`src/rtl/uart_tx_fifo.sv`:
```
// -----------------------------------------------------------------------------
// uart_tx_fifo
//   Buffered UART transmitter. Characters written on the iobus-side write port
//   are queued in a FIFO and serialised LSB-first on txd as
//   start / DATA_BITS data / optional parity / STOP_BITS stop. When another
//   character is waiting at the end of a stop period, its start bit follows
//   immediately with no idle gap.
//
//   Handshake: a write is accepted on a rising clk edge where wr_en=1 and the
//   registered full=0. A write while full=1 is dropped and the FIFO contents
//   are unchanged. No back-pressure exists beyond full.
//
// Parameters
//   CLK_FREQ   clock frequency in Hz
//   BAUD       line rate; bit period DIV = CLK_FREQ / BAUD (must be >= 2)
//   DATA_BITS  character width, 5..9
//   PARITY     0 none, 1 odd, 2 even
//   STOP_BITS  1 or 2
//   FIFO_DEPTH entries, power of two, >= 2
//
// Ports
//   clk        system clock, rising edge
//   reset      asynchronous, active-low reset
//   wr_en      write strobe
//   wr_data    character to send
//   full       FIFO holds FIFO_DEPTH entries (registered)
//   count      entries currently held in the FIFO
//   busy       frame on the line or FIFO non-empty (registered)
//   txd        serial output, idle high (registered)
//   fsm_state  transmitter state encoding, for observation:
//              0 idle, 1 start, 2 data, 3 parity, 4 stop
// -----------------------------------------------------------------------------
module uart_tx_fifo #(
   parameter int CLK_FREQ   = 50_000_000,
   parameter int BAUD       = 115200,
   parameter int DATA_BITS  = 8,
   parameter int PARITY     = 0,
   parameter int STOP_BITS  = 1,
   parameter int FIFO_DEPTH = 16
) (
   input  logic                              clk,
   input  logic                              reset,
   input  logic                              wr_en,
   input  logic [DATA_BITS-1:0]              wr_data,
   output logic                              full,
   output logic [$clog2(FIFO_DEPTH+1)-1:0]   count,
   output logic                              busy,
   output logic                              txd,
   output logic [2:0]                        fsm_state
);

   localparam int DIV = CLK_FREQ / BAUD;
   localparam int AW  = $clog2(FIFO_DEPTH);
   localparam int CW  = $clog2(FIFO_DEPTH + 1);
   localparam int BCW = (DIV > 2) ? $clog2(DIV) : 1;

   localparam logic [BCW-1:0] BAUD_LAST = BCW'(DIV - 1);
   localparam logic [3:0]     DATA_LAST = 4'(DATA_BITS - 1);
   localparam logic [3:0]     STOP_LAST = 4'(STOP_BITS - 1);
   localparam logic [CW-1:0]  DEPTH_CNT = CW'(FIFO_DEPTH);
   localparam logic           ODD_PAR   = (PARITY == 1);

   typedef enum logic [2:0] {
      S_IDLE   = 3'd0,
      S_START  = 3'd1,
      S_DATA   = 3'd2,
      S_PARITY = 3'd3,
      S_STOP   = 3'd4
   } state_t;

   // ---------------------------------------------------------------------------
   // FIFO storage and pointers
   // ---------------------------------------------------------------------------
   logic [DATA_BITS-1:0] mem [FIFO_DEPTH];
   logic [AW-1:0]        wr_ptr;
   logic [AW-1:0]        rd_ptr;
   logic [CW-1:0]        count_d;
   logic                 full_d;
   logic                 push;
   logic                 pop;
   logic [DATA_BITS-1:0] rd_data;

   // full is the registered flag, so a pop on the same edge never rescues
   // a write to a full FIFO.
   assign push    = wr_en && !full;
   assign rd_data = mem[rd_ptr];

   always_comb begin
      count_d = count;
      if (push && !pop) begin
         count_d = count + 1'b1;
      end else if (!push && pop) begin
         count_d = count - 1'b1;
      end
   end

   assign full_d = (count_d == DEPTH_CNT);

   // Storage has no reset; only pointers and count define validity.
   always_ff @(posedge clk) begin
      if (push) begin
         mem[wr_ptr] <= wr_data;
      end
   end

   // Pointers wrap naturally because FIFO_DEPTH is a power of two.
   always_ff @(posedge clk or negedge reset) begin
      if (!reset) begin
         wr_ptr <= '0;
         rd_ptr <= '0;
         count  <= '0;
         full   <= 1'b0;
      end else begin
         if (push) begin
            wr_ptr <= wr_ptr + 1'b1;
         end
         if (pop) begin
            rd_ptr <= rd_ptr + 1'b1;
         end
         count <= count_d;
         full  <= full_d;
      end
   end

   // ---------------------------------------------------------------------------
   // Transmit FSM
   // ---------------------------------------------------------------------------
   state_t               state;
   state_t               state_d;
   logic [BCW-1:0]       baud_cnt;
   logic [BCW-1:0]       baud_d;
   logic [3:0]           bit_cnt;
   logic [3:0]           bit_d;
   logic [DATA_BITS-1:0] shift;
   logic [DATA_BITS-1:0] shift_d;
   logic                 par_bit;
   logic                 par_d;
   logic                 txd_d;
   logic                 busy_d;
   logic                 bit_done;

   assign bit_done  = (baud_cnt == BAUD_LAST);
   assign fsm_state = state;

   always_comb begin
      state_d = state;
      baud_d  = bit_done ? '0 : baud_cnt + 1'b1;
      bit_d   = bit_cnt;
      shift_d = shift;
      par_d   = par_bit;
      pop     = 1'b0;
      txd_d   = 1'b1;
      busy_d  = 1'b0;

      case (state)
         S_IDLE: begin
            baud_d = '0;
            if (count != '0) begin
               pop     = 1'b1;
               shift_d = rd_data;
               par_d   = (^rd_data) ^ ODD_PAR;
               bit_d   = '0;
               state_d = S_START;
            end
         end

         S_START: begin
            if (bit_done) begin
               bit_d   = '0;
               state_d = S_DATA;
            end
         end

         S_DATA: begin
            if (bit_done) begin
               shift_d = shift >> 1;
               if (bit_cnt == DATA_LAST) begin
                  bit_d   = '0;
                  state_d = (PARITY != 0) ? S_PARITY : S_STOP;
               end else begin
                  bit_d = bit_cnt + 1'b1;
               end
            end
         end

         S_PARITY: begin
            if (bit_done) begin
               bit_d   = '0;
               state_d = S_STOP;
            end
         end

         S_STOP: begin
            // bit_cnt counts stop bits; the last cycle of the last stop bit
            // either chains straight into the next start bit or idles.
            if (bit_done) begin
               if (bit_cnt == STOP_LAST) begin
                  bit_d = '0;
                  if (count != '0) begin
                     pop     = 1'b1;
                     shift_d = rd_data;
                     par_d   = (^rd_data) ^ ODD_PAR;
                     state_d = S_START;
                  end else begin
                     state_d = S_IDLE;
                  end
               end else begin
                  bit_d = bit_cnt + 1'b1;
               end
            end
         end

         default: begin
            state_d = S_IDLE;
            baud_d  = '0;
         end
      endcase

      // txd is registered: it is derived from the state being entered so the
      // line changes on the same edge as the state.
      case (state_d)
         S_START:  txd_d = 1'b0;
         S_DATA:   txd_d = shift_d[0];
         S_PARITY: txd_d = par_d;
         default:  txd_d = 1'b1;
      endcase

      busy_d = (state_d != S_IDLE) || (count_d != '0);
   end

   always_ff @(posedge clk or negedge reset) begin
      if (!reset) begin
         state    <= S_IDLE;
         baud_cnt <= '0;
         bit_cnt  <= '0;
         shift    <= '0;
         par_bit  <= 1'b0;
         txd      <= 1'b1;
         busy     <= 1'b0;
      end else begin
         state    <= state_d;
         baud_cnt <= baud_d;
         bit_cnt  <= bit_d;
         shift    <= shift_d;
         par_bit  <= par_d;
         txd      <= txd_d;
         busy     <= busy_d;
      end
   end

endmodule

```
`config.mk`:
```
export PLATFORM = sky130hd
export DESIGN_NAME = uart_tx_fifo
export DESIGN_NICKNAME = d
export VERILOG_FILES = /design/src/rtl/uart_tx_fifo.sv
export SDC_FILE = /design/constraint.sdc
export NUM_CORES = 1
export LEC_CHECK = 0
export ABC_AREA = 1
export BUFFER_PORTS_ARGS = -buffer_cell sky130_fd_sc_hd__buf_2
export CAP_MARGIN = 20
export CORE_MARGIN = 5
export CORE_UTILIZATION = 30
export DETAILED_ROUTE_END_ITERATION = 10
export PLACE_DENSITY = 0.45
export RECOVER_POWER = 25
export SETUP_SLACK_MARGIN = 0.5
export SYNTH_ARGS = -nofsm -noshare
export SYNTH_HDL_FRONTEND = slang
export SYNTH_SLANG_ARGS = --single-unit
```
`constraint.sdc`:
```
create_clock -name clk -period 2.4 [get_ports clk]
set_clock_uncertainty 0.05 [all_clocks]
set_input_delay 0.24 -clock clk [delete_from_list [all_inputs] [get_ports clk]]
set_output_delay 0.24 -clock clk [all_outputs]
set_load 0.05 [all_outputs]
```
Word-level counts from Yosys, hierarchy flattened
Memories as Yosys holds them, arrays and structs flattened.
Cells that the tools add are included.

storage, ports and cells
  RAM bits = 128
  word-level logic and storage cells = 89
  output and inout port bits = 11
  register bits after elaboration = 41
  memories = 1

memories
  memory  words  width  rd ports  clocked after memory_dff  write ports  RTL line  source
  mem     16     8      1         0                         1            74        logic [DATA_BITS-1:0] mem [FIFO_DEPTH];

cells by class
  eq/ne operators = 15
  reductions and logical operators = 19
  $add $sub $neg = 6
  multiplexer cells = 36

operators with widths
  operator             number
  $mux 8               4
  $mux 4               6
  $pmux 8 s3           1
  $mux 3               7
  $mux 9               2
  $pmux 4 s4           1
  $pmux 3 s5           1
  $add 4x1->4 const B  3
  $eq 3x2->1 const B   4
  $mux 5               2
  $reduce_bool 5->1    2
  $add 9x1->9 const B  1
  $eq 9x9->1 const B   1
  $mux 1               9
  $ne 2x2->1 const B   4
  $reduce_xor 8->1     1
  $eq 3x1->1 const B   2
  $reduce_bool 3->1    2
  $add 5x1->5 const B  1
  $eq 5x5->1 const B   1
  $reduce_and 5->1     1
  $sub 5x1->5 const B  1
  $eq 4x3->1 const B   1
  $logic_not 4->1      1
  other kinds (12)     17

Longest topological paths before layout
Gate-level depths: netlist of the first run.

  depth after elaboration = 10
  gate-level depth with buffers = 20
  mapped depth without buffers = 18

Least setup slack after synthesis of the first run
Ideal clock, no wire load.

  kind = register to register
  start point = reg full
  end point = mem mem[11][0] (enable)
  data required time = 1980 ps
  slack = 153 ps
  cell stages (with the launch flop) = 4
  arrival time = 1827 ps
  library setup time = 370 ps
  clock period less this slack = 2247 ps
  cells stage by stage = dfrtp_1 > nor2_1 > nand2_1 > nor2_1

between the ends
  longest elaborated chain between the ends = 4

RTL lines
  what                          RTL line  source
  from (decl)                   45        output logic full,
  from (signal assigned)        121       full <= full_d;
  $logic_not 1->1               85        assign push = wr_en && !full;
  $logic_and 1x1->1             85
  $mux 1                        101       if (push) begin
  $mux 1 (not written as such)  102       mem[wr_ptr] <= wr_data;
  to (decl)                     74

No other way between the ends.

Final worst setup path of the first run
  start point = reg rd_ptr[0]
  end point = reg txd

between the ends
  longest elaborated chain between the ends = 7

RTL lines
  what                    RTL line  source
  from (decl)             76        logic [AW-1:0] rd_ptr;
  from (signal assigned)  118       rd_ptr <= rd_ptr + 1'b1;
  $mem_v2 16x8 (*)        -
  $reduce_xor 8->1 (*)    161, 202
  $mux 1 (*)              158, 199
  $mux 1                  197       if (bit_cnt == STOP_LAST) begin
  $mux 1                  196       if (bit_done) begin
  $pmux 1 s2 (*)          155       case (state)
  via par_d               137       logic par_d;
  $pmux 1 s3 (*)          221       case (state_d)
  via txd_d               138       logic txd_d;
  to (signal assigned)    246       txd <= txd_d;
  to (decl)               48        output logic txd,

The timed path passes the listed nets; every way through them passes the cells marked *. The select of a mux whose other input is x is not followed.
A chain may end at the register's enable or synchronous reset.

==> results of run 1 <==
==> flip-flops by register name, summed over array words and instances (netlist names) <==
signal	count
baud_cnt	9
bit_cnt	4
busy	1
count	5
fsm_state	3
full	1
mem	128
par_bit	1
rd_ptr	4
shift	8
txd	1
wr_ptr	4
==> final timing paths <==
check / end / slack [ps] / depth (start not counted)
min reg2reg: shift[2] / 450 / 2
min in group asynchronous: baud_cnt[4] / 250 / 2
max reg2reg: txd / 250 / 20
max in group asynchronous: rd_ptr[0] / 1460 / 3
min: wr_ptr[0] / 200 / 4
max: txd / 250 / 20
==> report_power, final <==
| group | internal [mW] | switching, mW |
|---|---|---|
| logic | 2.21 | 3.36 |
| clock network | 1.35 | 1.21 |
| registers | 3.61 | 0.267 |
| total | 7.17 | 4.84 |
==> synth_stat cells (2+ instances only) <==
library cell,instances,area [µm²]
o21ai_1,13,65.1
xor2_1,12,105
inv_2,10,37.5
nand2_1,232,871
nand4_1,4,25.0
nor2_1,64,240
a21oi_1,7,35.0
buf_2,15,75.1
nor2_2,2,12.5
nand3_1,83,415
o22ai_1,2,12.5
clkinv_1,2,7.51
dfrtp_1,40,1000
edfxtp_1,128,3840
nand2_2,6,37.5
o21ai_0,20,100
nor2_4,2,22.5
inv_1,80,300
buf_6,3,33.8
nor3_1,9,45.0
o221ai_1,7,61.3
clkbuf_1,4,15.0
o211ai_1,2,15.0
buf_4,2,15.0
nand3_2,2,20.0
ha_1,12,150
nand2_4,2,22.5
==> critical path: stages (launching register included) <==
cell	delay, ps
dfrtp_2	440
clkinv_4	90
buf_12	130
buf_12	130
buf_16	130
nand2_2	50
nand3_2	60
nand3_2	90
nand3_2	120
nand2_2	120
inv_2	50
nand2_1	50
nand2_1	50
nand2_1	70
nand2_2	70
inv_1	60
nand2_2	50
nand3_2	60
nand3_2	70
nand2_1	70
nand3_1	60
==> kinds of logic after synthesis <==
kind of cell               after synthesis
and+or+nand+nor                        411
DFF                                    169
xor gates and xnor gates                14
buffers and inverters                  117
AOI/OAI and AO/OA                       53
adders and majority gates               12
==> layout make-up <==
type / count / share of cell area [%]
clock buffer: 18 / 4.37
clock inverter: 13 / 1.16
tap: 330 / 4.21
timing repair buffer: 95 / 9.37
multi-input combinational: 490 / 27.6
sequential: 169 / 49.7
inverter: 92 / 3.60
==> timing repair <==
action	CTS	global route
resized for setup	71	42
hold endpoints to repair	18	0
gates cloned	6	1
endpoints found under the setup margin	18	23
buffers inserted	25	9
pin swaps	35	21
hold buffers	1	0
==> metal layers <==
layer	wire (µm)	share of wire (%)	vias up
met2	10000	50	71
met3	603	3.0	19
li1	-	-	2739
met4	318	1.6	0
met1	8940	45	2664
met5	0	0	-
==> through the flow <==
| step | utilization (%) | instance area, µm² |
|---|---|---|
| after global routing | 38.9 | 9810 |
| final | 38.9 | 9810 |
| after floorplan | - | 7720 |
| after global placement | 33.2 | 8400 |
| after detailed placement | 33.2 | 8400 |
| after CTS | 37.9 | 9580 |
==> placed cells by master, fill, tap and decap left out, types with 6 or more instances in the layout <==
master,count
buf_4,53
nand3_1,46
nand2_2,24
dfrtp_1,34
ha_1,11
inv_1,73
edfxtp_1,128
dfrtp_2,6
o21ai_1,11
nor3_1,8
a21oi_1,6
o221ai_1,6
o21ai_0,13
nor2_1,53
inv_2,15
buf_2,14
clkbuf_16,18
clkbuf_1,8
nor2_2,10
buf_12,8
nand2_1,213
o21ai_2,8
xor2_1,12
nand3_2,38
==> impl_metrics.env, run 1 <==
export IMPL_ys_warn_count=0
export IMPL_setup_violations_final=0
export IMPL_io_buffers=21
export IMPL_dp_hpwl_mm=12.2
export IMPL_p_leak_nw=4.10
export IMPL_dieArea_um2=29000
export IMPL_pwr_density_cell_nw_per_um2=1220
export IMPL_drive_gt1_share_pct=27.1
export IMPL_numCtsBuffers=17
export IMPL_antenna_left=0
export IMPL_cts_root_buf="clkbuf_16"
export IMPL_critPathRequiredTime_ps=2700
export IMPL_hold_viol_final=0
export IMPL_totalPowerFinal_mw=12.0
export IMPL_grt_pass1_vias=5405
export IMPL_coreArea_um2=25300
export IMPL_first_pass_iters=4
export IMPL_synth_avg_cell_area_um2=9.92
export IMPL_synth_compound_area_share_pct=4.01
export IMPL_synth_xor_xnor_area_share_pct=1.69
export IMPL_synth_cell_types=38
export IMPL_startpoint="rd_ptr[0]"
export IMPL_die_y_um=170
export IMPL_grt_setup_unrepaired="true"
export IMPL_status="finished, final reports clean"
export IMPL_synth_top_flop_cell="edfxtp_1"
export IMPL_r2r_start="rd_ptr[0]"
export IMPL_num_antenna_cells=0
export IMPL_synth_top_family_by_area="simple AND/OR/NAND/NOR gates"
export IMPL_drtIter0Drc=288
export IMPL_cts_sinks=169
export IMPL_holdCritStartpoint="wr_en"
export IMPL_max_freq_ghz=0.466
export IMPL_h_tree_depth=4
export IMPL_gr_total_overflow=0
export IMPL_totalWireLength_mm=19.9
export IMPL_slew_violations=0
export IMPL_wl_per_cell_um=16.5
export IMPL_syn_to_final_growth_pct=27.5
export IMPL_synth_ff_latch_count=169
export IMPL_final_seq_area_um2=4880
export IMPL_synth_edf_count=128
export IMPL_fin_tns_setup_ps=0
export IMPL_finalCritPeriodShare_pct=89.5
export IMPL_hold_slack_ps=196
export IMPL_clockBufferDepth=2
export IMPL_grt_use_met1_pct=18.8
export IMPL_antenna_found_initial=0
export IMPL_slew_headroom_pct=34.0
export IMPL_syn_area_um2=7700
export IMPL_synthSimpleGateAreaFrac_pct=22.7
export IMPL_grt_pass1_wl_mm=31.4
export IMPL_tightestPinTransition_ps=990
export IMPL_layout_setup_ws_ps=253
export IMPL_row_count=58
export IMPL_use_met3_pct=2.53
export IMPL_fillers=2533
export IMPL_worst_setup_path_type="flop to flop"
export IMPL_final_cells=1207
export IMPL_synth_nets=799
export IMPL_hp_class="input pin to flop"
export IMPL_ioPinCount=22
export IMPL_grt_start_max_net_pins=46
export IMPL_layout_min_cycle_time_ps=2150
export IMPL_grt_use_total_pct=14.1
export IMPL_clk_latency_ps=430
export IMPL_die_width_um=170
export IMPL_viasPerCell=4.55
export IMPL_numPlacedInstances=1134
export IMPL_synthCells=776
export IMPL_arrival_ps=2450
export IMPL_max_cap_viol_count=0
export IMPL_start_kind="flop"
export IMPL_vias=5493
export IMPL_synth_adder_area_share_pct=1.95
export IMPL_drc=0
export IMPL_top_usage_layer="met2"
export IMPL_synthArstFlopShare_pct=24.3
export IMPL_worst_setup_path_end_kind="flop"
export IMPL_cts_tree="built"
export IMPL_finalNetCount=888
export IMPL_vdd_drop_max_v=0.000580
export IMPL_start_util_pct=30.5
export IMPL_muxShareOfSynthArea_pct=0
export IMPL_yosysSeqAreaShare_pct=63.3
export IMPL_place_ws_ps=201
export IMPL_crit_fanout=6
export IMPL_use_met2_pct=23.5
export IMPL_clk_pin_slew_ps=70
export IMPL_multiInputGateArea_um2=2710
export IMPL_gp_congestion=0.789
No activity file was read; power rests on OpenSTA's default activity.
==> run 2: changes to the inputs <==
- ABC_AREA: 1 -> 0
==> run 2 against run 1 <==
Compared with the run above:
- first-iteration DRC count fell by 5.2%
- non-clock buffer count fell by 9
- maximum frequency fell by 7.7%
- critical path depth fell by 12
- synthesized cell count fell by 42%
- total power fell by 36%
- area after synthesis fell by 7.0%
- count of clock-buffer cells in the layout fell by 1
- routed wire length fell by 18%
- sequential share of layout area rose by 3.1 points
- die area fell by 6.6%
- largest cell class unchanged
- highest routed layer unchanged
==> impl_metrics.env, run 2 <==
export IMPL_synth_top_family_by_area="multiplexers"
export IMPL_antenna_found_initial=0
export IMPL_reg_largest_list="mem: 128 flops, baud_cnt: 9 flops, shift: 8 flops"
export IMPL_min_path_cells=1
export IMPL_ys_top_cells_by_count="edfxtp_1 (128), nand2_1 (46), dfrtp_1 (40)"
export IMPL_die_y_um=164
export IMPL_r2r_cells=8
export IMPL_arrival_ps=2590
export IMPL_p_leak_nw=3.36
export IMPL_max_freq_ghz=0.430
export IMPL_synth_xor_xnor_area_share_pct=2.92
export IMPL_cts_tree="built"
export IMPL_synth_edf_count=128
export IMPL_synth_top_area_share_pct=53.7
export IMPL_vias=4039
export IMPL_grt_start_max_net_pins=36
export IMPL_largest_reg_flops=128
export IMPL_clockBufferDepth=2
export IMPL_holdCritStartpoint="wr_data[5]"
export IMPL_synth_avg_cell_area_um2=15.9
export IMPL_dp_hpwl_mm=10.3
export IMPL_die_width_um=164
export IMPL_first_pass_iters=4
export IMPL_start_util_pct=30.5
export IMPL_worst_setup_path_type="flop to flop"
export IMPL_drc=0
export IMPL_hold_viol_final=0
export IMPL_critPathRequiredTime_ps=2670
export IMPL_gr_total_overflow=0
export IMPL_grt_pass1_vias=4193
export IMPL_synth_top_flop_cell="edfxtp_1"
export IMPL_yosys_area_top_type="edfxtp_1"
export IMPL_synthArstFlopShare_pct=24.3
export IMPL_synthSimpleGateAreaFrac_pct=9.88
export IMPL_layout_min_cycle_time_ps=2330
export IMPL_viasPerCell=4.64
export IMPL_crit_fanout=4
export IMPL_max_cap_viol_count=0
export IMPL_r2r_start="baud_cnt[2]"
export IMPL_ys_warn_count=0
export IMPL_numCtsBuffers=17
export IMPL_tightestPinTransition_ps=733
export IMPL_muxShareOfSynthArea_pct=10.2
export IMPL_grt_setup_unrepaired="true"
export IMPL_final_cells=871
export IMPL_yosysSeqAreaShare_pct=68.0
export IMPL_pwr_density_cell_nw_per_um2=826
export IMPL_hold_slack_ps=185
export IMPL_num_antenna_cells=0
export IMPL_coreArea_um2=23500
export IMPL_finalCritPeriodShare_pct=97.0
export IMPL_slew_headroom_pct=50.6
export IMPL_place_ws_ps=-39.8
export IMPL_syn_to_final_growth_pct=29.0
export IMPL_synth_ff_latch_count=169
export IMPL_drtIter0Drc=273
export IMPL_row_count=56
export IMPL_layout_setup_ws_ps=72.2
export IMPL_slew_violations=0
export IMPL_gp_congestion=0.754
export IMPL_io_buffers=21
export IMPL_clk_pin_slew_ps=70
export IMPL_ioPinCount=22
export IMPL_synth_cell_types=51
export IMPL_drive_gt1_share_pct=42.8
export IMPL_finalNetCount=562
export IMPL_antenna_left=0
export IMPL_totalPowerFinal_mw=7.63
export IMPL_r2r_end="full"
export IMPL_grt_pass1_wl_mm=24.7
export IMPL_regMostFlops="mem"
export IMPL_cts_sinks=169
export IMPL_worst_setup_path_end_kind="flop"
export IMPL_totalWireLength_mm=16.3
export IMPL_synth_nets=473
export IMPL_layout_common_cells="edfxtp_1 (128), buf_4 (40), nand2_1 (36), dfrtp_1 (36), mux4_2 (32)"
export IMPL_status="finished, final reports clean"
export IMPL_synth_compound_area_share_pct=5.14
export IMPL_numPlacedInstances=803
export IMPL_cts_root_buf="clkbuf_16"
export IMPL_synth_most_common_cell="edfxtp_1"
export IMPL_hp_class="input pin to flop"
export IMPL_h_tree_depth=4
export IMPL_synth_area_leaders="edfxtp_1 (54%), dfrtp_1 (14%), mux4_2 (10%), a22oi_1 (2.4%), nand2_1 (2.4%)"
export IMPL_whs_endpoint="mem[9][5]"
export IMPL_r2r_setup_slack_ps=70
export IMPL_synthCells=450
export IMPL_synth_adder_area_share_pct=2.10
export IMPL_clk_latency_ps=420
export IMPL_vdd_drop_max_v=0.000469
export IMPL_start_kind="flop"
export IMPL_dieArea_um2=27100
export IMPL_layout_cells_most_common="edfxtp_1"
export IMPL_grt_use_total_pct=12.3
export IMPL_syn_area_um2=7160
export IMPL_wl_per_cell_um=18.7
export IMPL_setup_violations_final=0
[run 2: cell types whose count changed in the layout (fill, tap and decap cells not counted), moves of 10 or more]
cell / before / now
inv_2: 15 / 2
buf_6: 4 / 15
mux4_2: 0 / 32
and2_2: 0 / 10
nand2_2: 24 / 9
inv_1: 73 / 7
a22oi_2: 0 / 20
nand3_2: 38 / 1
nand3_1: 46 / 10
buf_4: 53 / 40
xnor2_1: 1 / 12
nand2_1: 213 / 36
nor2_1: 53 / 12
[run 2: cell families after synthesis]
| family | Yosys count |
|---|---|
| compound gates | 52 |
| fa+ha+maj | 12 |
| flops | 169 |
| mux | 33 |
| buf+inv | 27 |
| simple gates | 134 |
| xor+xnor | 23 |
[run 2: worst max path at each step]
stage / startpoint / to / slack (ps) / cells after the start
finish: baud_cnt[2] / full / 70 / 8
global route: rd_ptr[0] / par_bit / -30 / 9
CTS: baud_cnt[2] / shift[0] / 100 / 7
detailed placement: bit_cnt[0] / full / -40 / 9
global placement: rd_ptr[0] / par_bit / 30 / 8
floorplan: bit_cnt[0] / full / 60 / 10
[run 2: critical path, stage by stage, from the launching register on]
cell     delay, ps
dfrtp_1        390
or4b_4         590
o31ai_4        280
buf_4          160
nand2_1        100
nand2_2        140
o21ai_0         90
a32o_1         230
and3_1         190
[run 2: what timing repair did]
| item | CTS | global route |
|---|---|---|
| hold endpoints to repair | 27 | 0 |
| endpoints found under the setup margin | 133 | 86 |
| hold buffers | 1 | 0 |
| pin swaps | 11 | 29 |
| gates resized for setup | 34 | 70 |
| setup buffers | 11 | 19 |
| gates cloned | 1 | 4 |
[run 2: layout make-up]
| cell class | count | area [µm²] |
|---|---|---|
| clock buffer | 17 | 425 |
| clock inverter | 15 | 183 |
| fill | 2176 | 14200 |
| inverter | 10 | 40.0 |
| multi-input combinational | 255 | 2530 |
| sequential | 169 | 4880 |
| tap | 319 | 399 |
| timing repair buffer | 86 | 773 |
[run 2: per-layer routing]
layer | GRT usage, % | wire [µm] | up-vias
met1 | 16.1 | 7240 | 2099
met2 | 21.0 | 8460 | 36
li1 | - | - | 1893
met4 | 2.84 | 159 | 0
met5 | 0 | 0 | -
met3 | 2.87 | 408 | 11
[run 2: metrics by stage]
stage	cell area [µm²]	util, %	setup TNS, ps
floorplan	7270	-	0
global route	9230	39.3	-49.8
detailed placement	7900	33.6	-39.8
finish	9230	39.3	0
global placement	7900	33.6	0
CTS	8740	37.2	0
[run 2: where the power goes]
group,internal [mW],switching (mW),total (mW)
registers,3.46,0.185,3.64
logic,0.456,0.707,1.16
clock network,1.58,1.24,2.82
total,5.49,2.13,7.63
==> run 3: changes to the inputs <==
- RECOVER_POWER: 25 -> not set
==> run 3 against run 2 <==
Compared with the run above:
- maximum frequency is the same
- first-iteration DRC count shrank 1.5%
- utilization is essentially flat
- via count grew 0.30%
- largest power group unchanged
==> impl_metrics.env, run 3 (synthesis results as in run 2) <==
export IMPL_finalCritPeriodShare_pct=97.0
export IMPL_ioPinCount=22
export IMPL_largest_reg_flops=128
export IMPL_status="finished, final reports clean"
export IMPL_cp_slowest_cell="or4b_4"
export IMPL_syn_to_final_growth_pct=29.1
export IMPL_numCtsBuffers=17
export IMPL_antenna_found_initial=0
export IMPL_max_cap_viol_count=0
export IMPL_drc=0
export IMPL_reg_largest_list="mem: 128 flops, baud_cnt: 9 flops, shift: 8 flops"
export IMPL_p_leak_nw=3.38
export IMPL_pwr_density_cell_nw_per_um2=825
export IMPL_grt_pass1_wl_mm=24.7
export IMPL_grt_setup_unrepaired="true"
export IMPL_fin_util_pct=39.4
export IMPL_finalNetCount=562
export IMPL_crit_fanout=4
export IMPL_layout_min_cycle_time_ps=2330
export IMPL_intPower_mw=5.49
export IMPL_dpl_cell_area_um2=7900
export IMPL_clk_latency_ps=420
export IMPL_cpPeakStageDelay_ps=590
export IMPL_viasPerCell=4.65
export IMPL_die_y_um=164
export IMPL_seqPwrFrac_pct=47.8
export IMPL_cts_sinks=169
export IMPL_grt_start_max_net_pins=36
export IMPL_regMostFlops="mem"
export IMPL_h_tree_depth=4
export IMPL_cp_num_buf_inv=1
export IMPL_critPathRequiredTime_ps=2670
export IMPL_grt_pass1_vias=4193
export IMPL_num_antenna_cells=0
export IMPL_wl_per_cell_um=18.7
export IMPL_gp_congestion=0.754
export IMPL_clockPowerShare_pct=37.0
export IMPL_slew_violations=0
export IMPL_worst_setup_path_type="flop to flop"
export IMPL_start_kind="flop"
export IMPL_worstPathCellList="or4b_4 > o31ai_4 > buf_4 > nand2_1 > nand2_2 > o21ai_0 > a32o_1 > and3_1"
export IMPL_slew_headroom_pct=50.6
export IMPL_dieArea_um2=27100
export IMPL_first_pass_iters=4
export IMPL_gr_total_overflow=0
export IMPL_switching_power_mw=2.13
export IMPL_crit_family="simple AND/OR/NAND/NOR gates"
export IMPL_die_width_um=164
export IMPL_cts_tree="built"
export IMPL_tightestPinTransition_ps=733
export IMPL_setup_violations_final=0
export IMPL_grt_use_total_pct=12.3
export IMPL_numPlacedInstances=803
export IMPL_antenna_left=0
export IMPL_combPwrFrac_pct=15.3
export IMPL_totalPowerFinal_mw=7.62
export IMPL_io_buffers=21
export IMPL_start_util_pct=30.5
export IMPL_cts_root_buf="clkbuf_16"
export IMPL_coreArea_um2=23500
export IMPL_p_sw_share_pct=28.0
export IMPL_drive_gt1_share_pct=44.0
export IMPL_vdd_drop_max_v=0.000467
export IMPL_vias=4051
export IMPL_max_freq_ghz=0.430
export IMPL_dp_hpwl_mm=10.3
export IMPL_postLayoutCellArea_um2=9240
export IMPL_layout_cells_most_common="edfxtp_1"
export IMPL_final_cells=871
export IMPL_hold_viol_final=0
export IMPL_hp_class="input pin to flop"
export IMPL_clk_pin_slew_ps=70
export IMPL_totalWireLength_mm=16.3
export IMPL_fillers=2176
export IMPL_drtIter0Drc=269
export IMPL_row_count=56
export IMPL_arrival_ps=2590
export IMPL_worst_setup_path_end_kind="flop"
export IMPL_layout_common_cells="edfxtp_1 (128), buf_4 (40), nand2_1 (36), dfrtp_1 (36), mux4_2 (32)"
export IMPL_clockBufferDepth=2
-- run 3: changes by cell type in the layout (fill, tap and decap cells not counted) --
cell / previous run / this run
buf_2: 14 / 21
clkbuf_1: 7 / 0
-- run 3: per-layer routing --
metal	vias up	share of wire [%]	track usage (%)	wire, µm
met2	39	52	21.0	8490
li1	1894	-	-	-
met3	11	2.6	2.87	422
met1	2107	44	16.1	7200
met4	0	0.98	2.84	159
met5	-	0	0	0
-- run 3: per-stage QoR --
stage | TNS (ps) | setup WS (ps) | hold WS (ps)
2_1_floorplan | 0 | 61.2 | -106
3_3_place_gp | 0 | 30.4 | 295
3_5_place_dp | -39.8 | -39.8 | 324
4_1_cts | 0 | 102 | 137
5_1_grt | -49.8 | -27.9 | 138
6_report | 0 | 72.2 | 152
-- run 3: final timing paths --
kind                              from          to  slack [ps]  cells past startpoint
max                        baud_cnt[2]        full          70                      8
min                         wr_data[7]  mem[13][7]         150                      1
max reg2reg                baud_cnt[2]        full          70                      8
min reg2reg                   shift[3]    shift[3]         440                      2
max in group asynchronous        reset    shift[5]        1270                      3
min in group asynchronous        reset  bit_cnt[3]         360                      2
-- run 3: power by group through the flow --
stage	sequential [mW]	combinational, mW	clock (mW)
after detailed placement	3.69	1.03	0
after global placement	3.69	1.02	0
after floorplan	3.81	0.537	0
after global routing	3.68	1.28	3.02
after CTS	3.63	1.08	2.88
final	3.64	1.16	2.82
-- run 3: what timing repair did --
action	in CTS	in global routing
resized for setup	34	70
pin swaps	11	29
cloned	1	4
endpoints found under the setup margin	133	86
endpoints found under the hold margin	27	0
hold buffers	1	0
buffers inserted	11	19
-- run 3: layout make-up --
| cell class | count | area, µm² | share of cell area, % |
|---|---|---|---|
| Timing Repair Buffer | 86 | 782 | 8.46 |
| Clock inverter | 15 | 183 | 1.98 |
| Clock buffer | 17 | 425 | 4.60 |
| Tap cell | 319 | 399 | 4.32 |
| Multi-Input combinational cell | 255 | 2530 | 27.4 |
| Sequential cell | 169 | 4880 | 52.8 |
| Inverter | 10 | 40.0 | 0.433 |
